<file path="config.mk">
export PLATFORM = sky130hd
export DESIGN_NAME = fifo_wr_arbiter
export DESIGN_NICKNAME = d
export VERILOG_FILES = /design/src/rtl/fifo_arb_pkg.sv /design/src/rtl/fifo_wr_arbiter_rr_picker.sv /design/src/rtl/fifo_wr_arbiter.sv
export SDC_FILE = /design/constraint.sdc
export NUM_CORES = 1
export LEC_CHECK = 0
export CORE_AREA = 10 10 47 49
export DETAILED_ROUTE_END_ITERATION = 10
export DIE_AREA = 0 0 57 59
export PLACE_DENSITY_LB_ADDON = 0.12
export RECOVER_POWER = 25
export SETUP_SLACK_MARGIN = 0.15
export SYNTH_ARGS = -nofsm -noshare
export SYNTH_HDL_FRONTEND = slang
export SYNTH_SLANG_ARGS = --single-unit
</file>
<file path="constraint.sdc">
create_clock -name clk_in -period 2.2 [get_ports clk_in]
set_input_delay 0.44 -clock clk_in [delete_from_list [all_inputs] [get_ports clk_in]]
set_output_delay 0.44 -clock clk_in [all_outputs]
set_load 0.05 [all_outputs]
</file>
<file path="src/rtl/fifo_arb_pkg.sv">
// Shared types for fifo_wr_arbiter: FSM state encoding and owner-index width helper.
package fifo_arb_pkg;

  typedef enum logic {
    ST_IDLE  = 1'b0,
    ST_GRANT = 1'b1
  } state_t;

  // Owner index width; a single requester still needs a 1-bit index.
  function automatic int owner_w(input int nreq);
    return (nreq > 1) ? $clog2(nreq) : 1;
  endfunction

  localparam int OWNER_W = owner_w(2);

endpackage

</file>
<file path="src/rtl/fifo_wr_arbiter_rr_picker.sv">
// Combinational round-robin scan: first set request starting one past the last owner.
module rr_picker
  import fifo_arb_pkg::*;
#(
  parameter int NREQ  = 2,
  parameter int OWN_W = owner_w(NREQ)
) (
  input  logic [NREQ-1:0]  i_req,
  input  logic [OWN_W-1:0] i_last_owner,
  output logic [OWN_W-1:0] o_winner,
  output logic             o_any_valid
);

  int w_idx;

  // Scan from the farthest offset down so the nearest set request is written last.
  always_comb begin
    o_winner    = '0;
    o_any_valid = 1'b0;
    w_idx       = 0;
    for (int k = NREQ; k >= 1; k--) begin
      w_idx = (int'(i_last_owner) + k) % NREQ;
      if (i_req[w_idx[OWN_W-1:0]]) begin
        o_winner    = w_idx[OWN_W-1:0];
        o_any_valid = 1'b1;
      end
    end
  end

endmodule

</file>
<file path="src/rtl/fifo_wr_arbiter.sv">
// Round-robin burst arbiter sharing one FIFO write port between NREQ producers.
// Optional per-requester accepted-word counters enabled by macro FIFO_ARB_STATS_EN.
module fifo_wr_arbiter
  import fifo_arb_pkg::*;
#(
  parameter  int WIDTH     = 4,
  parameter  int NREQ      = 2,
  parameter  int MAX_BURST = 4,
  localparam int OWN_W     = owner_w(NREQ)
) (
  input  logic                  clk_in,
  input  logic                  rst_n,
  input  logic [NREQ-1:0]       req,
  input  logic [NREQ*WIDTH-1:0] req_data,
  output logic [NREQ-1:0]       ack,
  output logic                  fifo_wr_rq,
  output logic [WIDTH-1:0]      fifo_wdata,
  input  logic                  fifo_full,
  output logic [OWN_W-1:0]      owner,
  output logic                  busy
`ifdef FIFO_ARB_STATS_EN
  ,
  output logic [NREQ*8-1:0]     word_cnt
`endif
);

  localparam int                 BURST_W    = (MAX_BURST > 1) ? $clog2(MAX_BURST) : 1;
  localparam logic [BURST_W-1:0] BURST_LAST = BURST_W'(MAX_BURST - 1);

  state_t             r_state;
  state_t             w_state_next;
  logic [OWN_W-1:0]   r_owner;
  logic [OWN_W-1:0]   w_owner_next;
  logic [OWN_W-1:0]   r_last_owner;
  logic [OWN_W-1:0]   w_last_owner_next;
  logic [BURST_W-1:0] r_burst_cnt;
  logic [BURST_W-1:0] w_burst_next;
  logic [OWN_W-1:0]   w_winner;
  logic               w_any_valid;
  logic               w_owner_req;
  logic               w_wr_rq;

  rr_picker #(
    .NREQ  (NREQ),
    .OWN_W (OWN_W)
  ) u_picker (
    .i_req        (req),
    .i_last_owner (r_last_owner),
    .o_winner     (w_winner),
    .o_any_valid  (w_any_valid)
  );

  assign w_owner_req = req[r_owner];

  always_ff @(posedge clk_in or negedge rst_n) begin
    if (!rst_n) begin
      r_state      <= ST_IDLE;
      r_owner      <= '0;
      r_last_owner <= OWN_W'(NREQ - 1);
      r_burst_cnt  <= '0;
    end else begin
      r_state      <= w_state_next;
      r_owner      <= w_owner_next;
      r_last_owner <= w_last_owner_next;
      r_burst_cnt  <= w_burst_next;
    end
  end

  // A full stall keeps the grant; only an owner drop or the last burst word releases it.
  always_comb begin
    w_state_next      = r_state;
    w_owner_next      = r_owner;
    w_last_owner_next = r_last_owner;
    w_burst_next      = r_burst_cnt;
    w_wr_rq           = 1'b0;
    case (r_state)
      ST_IDLE: begin
        if (w_any_valid) begin
          w_state_next = ST_GRANT;
          w_owner_next = w_winner;
        end
      end
      ST_GRANT: begin
        w_wr_rq = w_owner_req & ~fifo_full;
        if (!w_owner_req || (w_wr_rq && (r_burst_cnt == BURST_LAST))) begin
          w_state_next      = ST_IDLE;
          w_last_owner_next = r_owner;
          w_burst_next      = '0;
        end else if (w_wr_rq) begin
          w_burst_next = r_burst_cnt + BURST_W'(1);
        end
      end
      default: w_state_next = ST_IDLE;
    endcase
  end

  assign fifo_wr_rq = w_wr_rq;
  assign fifo_wdata = w_wr_rq ? req_data[int'(r_owner)*WIDTH +: WIDTH] : '0;
  assign owner      = r_owner;
  assign busy       = (r_state == ST_GRANT);

  for (genvar gi = 0; gi < NREQ; gi++) begin : g_ack
    assign ack[gi] = w_wr_rq & (r_owner == OWN_W'(gi));
  end

`ifdef FIFO_ARB_STATS_EN
  for (genvar gi = 0; gi < NREQ; gi++) begin : g_stats
    logic [7:0] r_cnt;
    always_ff @(posedge clk_in or negedge rst_n) begin
      if (!rst_n) begin
        r_cnt <= '0;
      end else if (ack[gi]) begin
        r_cnt <= r_cnt + 8'd1;
      end
    end
    assign word_cnt[gi*8 +: 8] = r_cnt;
  end
`endif

endmodule

</file>
# After elaboration in Yosys (flattened, before gate mapping)
# Index checks and enable logic that the tools add are counted.
totals:
  regBits: 5
  latchBits: 0
  ramBits: 0
  mem_bits_ro: 0
  input_bits: 13
  n_memories: 0
classes:
  add_sub_neg: 3
  n_mul: 0
  div: 0
  order_cmp: 3
  eq_ne: 1
  shift: 1
  mux: 17
  bitwise_logic: 6
  reduce_logical: 7
ops:
  columns: ["op", "count"]
  rows:
  - ["$mux 1", 13]
  - ["$shiftx 8x4->4", 1]
  - ["$lt 1x2->1 const B", 3]
  - ["$reduce_and 2->1", 3]
  - ["$mux 2", 2]
  - ["$mux 4", 1]
  - ["$and 1x1->1", 3]
  - ["$not 1->1", 3]
  - ["$add 1x1->1 const B", 2]
  - ["$add 2x1->2 const B", 1]
  - ["$eq 2x2->1 const B", 1]
  - ["$pmux 1 s2", 1]
  - ["$reduce_bool 2->1", 1]
  - ["$logic_and 1x1->1", 1]
  - ["$logic_not 1->1", 1]
  - ["$logic_or 1x1->1", 1]

# Depth between registers and ports, before layout
depth:
  depth_word: 7
  mapped_depth: 4

# Modules after synthesis
# From an unflattened synthesis, not the netlist that was laid out.
unflattened:
  cells_unflattened: 36
  hier_area_um2: 354.1
modules_own_cells:
  columns: ["module", "instances", "cells_per_inst", "area_each_um2", "seq_area_each_um2"]
  rows:
  - ["fifo_wr_arbiter", 1, 34, 340.3, 126.4]
  - ["rr_picker", 1, 2, 13.8, 0.0]

# Worst setup path after synthesis
# OpenSTA, ideal clock, no wires.
synth_timing:
  kind: "reg2out"
  startpoint: "register r_state (netlist: busy)"
  endpoint: "output fifo_wdata[0]"
  t_arrival_ns: 2.057
  path_slack_ns: -0.297
  path_stages_with_launch: 4
  n_path_buf: 0
  path_cell_list: "dfrtp_1 nand2b_2 nor3b_4 a22o_1"
synth_between:
  elab_chain_cells: 2
synth_rtl:
  columns: ["item", "line", "source"]
  rows:
  - ["start: declaration", "fifo_wr_arbiter.sv:30", "state_t r_state;"]
  - ["start signal: assignment", "fifo_wr_arbiter.sv:62", "r_state <= w_state_next;"]
  - ["$mux 1", "fifo_wr_arbiter.sv:76", "case (r_state)"]
  - ["$mux 4", "fifo_wr_arbiter.sv:98", "assign fifo_wdata = w_wr_rq ? req_data[int'(r_owner)*WIDTH +: WIDTH] : '0;"]
  - ["end: declaration", "fifo_wr_arbiter.sv:17", "output logic [WIDTH-1:0] fifo_wdata,"]
# No other way between the ends.

# Worst setup path in the final report
layout_timing:
  startpoint: "input fifo_full"
  endpoint: "output fifo_wdata[0]"
layout_between:
  elab_chain_cells: 4
layout_rtl:
  columns: ["item", "line", "source"]
  rows:
  - ["start: declaration", "fifo_wr_arbiter.sv:18", "input logic fifo_full,"]
  - ["$not 1->1", "fifo_wr_arbiter.sv:84", "w_wr_rq = w_owner_req & ~fifo_full;"]
  - ["$and 1x1->1", "fifo_wr_arbiter.sv:84", null]
  - ["$mux 1", "fifo_wr_arbiter.sv:76", null]
  - ["$mux 4", "fifo_wr_arbiter.sv:98", null]
# No other way between the ends.

==> impl_metrics.toml <==
[outcome]
status = "finished, final reports clean"

[synth]
synth_cell_types = 22
synth_area_leaders = "dfrtp_1 28%, a22o_1 12%, dfstp_2 7.2%"
synth_top_area_share_pct = 27.59
ys.flop_type = "dfrtp_1"
syn-cell-area_sq_um = 362.8
synthMuxAreaShare_pct = 2.759
postSynthCellCount = 36
synth.cells.most_frequent = "5 x a22o_1, 4 x dfrtp_1, 4 x inv_1, 4 x o21ai_0, 2 x nand2_1"
synth_edf_count = 0
syn_avg_cell_area_sq_um = 10.08
ys_ff_latch = 5
syn_nets = 50
ys_seq_area_share_pct = 34.83
synth.most_common_cell = "a22o_1"
synth_top_area_cell = "dfrtp_1"
synth_xor_area_share_pct = 0
synthAdderAreaFrac_pct = 3.448
synth_top_family_by_area = "compound AO/OA/AOI/OAI gates"
ys_async_sr_fraction_pct = 100.0
synth_compound_area_share_pct = 28.28
ys.warnings.count = 0
yosys.area_share.simple_pct = 26.55

[worst_setup_path]
path_class = "in2out"
endpoint_kind = "output port"
crit_family = "simple AND/OR/NAND/NOR gates"
ff2ff_setup_slack_ns = 0.89
arrival_ns = 1.54
slowest_stage = "nor3b_4"
worstPathCellList = "dlygate4sd2_1 > nand2b_4 > nor3b_4 > a22o_4 > buf_12"
worst_r2r_endpoint = "busy"
r2r-start = "r_burst_cnt[0]"
reg2reg_depth = 4
slowest_delay_ns = 0.35
critical_path_required_ns = 1.76
crit_fanout = 5
cp-start-kind = "input port"
path_buf_inv = 2

[power]
p_switching_mw = 0.3420
seqPwrFrac_pct = 26.0
p_clk_share_pct = 13.0
total_power_mw = 0.7864
vdd_drop_max_mv = 0.4778
netSwitchingFraction_pct = 43.49
p_leak_nw = 0.3742
power_density_mw_per_mm2 = 988.2
combPwrFrac_pct = 61.1
p_int_mw = 0.4443

[floorplan]
initial_core_util_pct = 25.89
die_h_um = 59
ios = 22
die_w_um = 57
fp-row-count = 14
dieArea_sq_mm = 0.003363
core_sq_mm = 0.001401

[routing]
detail_route.vias_per_cell = 4.847
drtAntennaViolNets = 0
wire_per_inst_um = 13.58
route.detailed.drc = 0
drt-initial-drc-count = 7
firstDrtPassIters = 4
wirelength_mm = 1.154
via_count = 412

[clock_network]
ctsHtreeMaxLevel = 1
cts_hold_buf = 0
numCtsBuffers = 3
clock-root-buffer = "clkbuf_4"
clock_latency_ns = 0.24
ctsLongestPathBuffers = 2
clk_pin_slew_worst_paths_ns = 0.04
clock-sinks = 5
cts_tree = "yes"

[global_route]
antenna_found_initial = 0
grtUsageTotal_pct = 6.817
grt.overflow.total = 0
grt_pass1_wl_mm = 1.835
grt_pass1_vias = 410
grt_max_degree = 9

[sta]
tightest_slew_ns = 0.4934
finalCritPeriodShare_pct = 90.03
finalCriticalPeriod_ns = 1.981
final.setup.tns_ns = 0
fmax_mhz = 504.9
rsz0062_at_grt = "no"
slew_headroom_pct = 67.00
maxSlewViolCount = 0
final_hold_viol_count = 0
setup_violations = 0
fin_skew_ns = 0.0001948

[min_path]
min_path_type = "in2async"

[layout]
nNetsFinal = 84
drive_gt1_share_pct = 43.48
diodes = 0
area_growth_pct = 119.3

[place]
io_buffers = 21
gp_congestion = 0.7419
hpwl_um = 994.5

[job]
maxCapViolCount = 0
==> logic make-up after synthesis <==
| group | after synthesis |
|---|---|
| AO/OA/AOI/OAI | 14 |
| AND/OR/NAND/NOR | 11 |
| flip-flops | 5 |
| buffers and inverters | 4 |
| multiplexers | 1 |
| adder cells (fa/ha/maj) | 1 |
==> through the flow <==
step	cells	setup WS (ns)	util, %	cell area (sq um)	hold WS [ns]
2_1_floorplan	36	0.1200	-	405.4	0.1444
3_3_place_gp	79	0.07119	53.57	750.7	0.5026
3_5_place_dp	79	0.04756	53.57	750.7	0.5028
4_1_cts	84	0.1518	55.80	782.0	0.4122
5_1_grt	85	0.1740	56.79	795.8	0.4838
6_report	85	0.2194	56.79	795.8	0.4859
==> sequential cells by signal (all words and copies together) (netlist names) <==
signal / flops
busy: 1
r_burst_cnt: 2
owner: 1
r_last_owner: 1
==> metal layers <==
metal	wire length (um)	vias up	global-route usage (%)
met1	504	189	7.100
met5	0	-	0
li1	-	205	-
met3	85	0	1.717
met4	0	0	5.034
met2	564	18	11.63
==> layout make-up <==
type,instances,area [sq um]
clock buffers,4,26.28
fillers,141,605.6
inverters,4,15.01
multi-input cells,27,261.5
flip-flops and latches,5,128.9
well taps,16,20.02
repair buffers,29,344.1
==> power groups by stage <==
| stage | clock network (mW) | logic, mW | registers, mW |
|---|---|---|---|
| after global routing | 0.115 | 0.512 | 0.215 |
| after global placement | 0 | 0.473 | 0.205 |
| after CTS | 0.109 | 0.484 | 0.205 |
| final | 0.102 | 0.480 | 0.204 |
| after floorplan | 0 | 0.227 | 0.251 |
| after detailed placement | 0 | 0.477 | 0.207 |
==> what timing repair did <==
item                       4_1_cts  5_1_grt
setup buffers                    1        1
pin swaps                        3        2
gates resized for setup          3        2
setup endpoints to repair        6        5
==> cell usage in the layout (no fill, tap or decap), drive strengths merged, types with 2 or more instances in the layout <==
cell           netlist  routed
a22o                 5       5
buf                  0      15
clkbuf               0       4
clkdlybuf4s50        0      10
dfrtp                4       4
dlygate4sd2          0       2
inv                  4       4
nand2                2       2
o21ai                4       4
==> how the worst max path moves through the flow <==
stage / start / to / slack, ns / depth (start not counted)
global placement: fifo_full / fifo_wdata[0] / 0.07 / 5
global route: fifo_full / fifo_wdata[0] / 0.17 / 5
floorplan: busy / fifo_wdata[0] / 0.12 / 3
finish: fifo_full / fifo_wdata[0] / 0.22 / 5
CTS: req[1] / fifo_wdata[0] / 0.15 / 5
detailed placement: fifo_full / fifo_wdata[0] / 0.05 / 5
(Power assumes the default switching activity.)
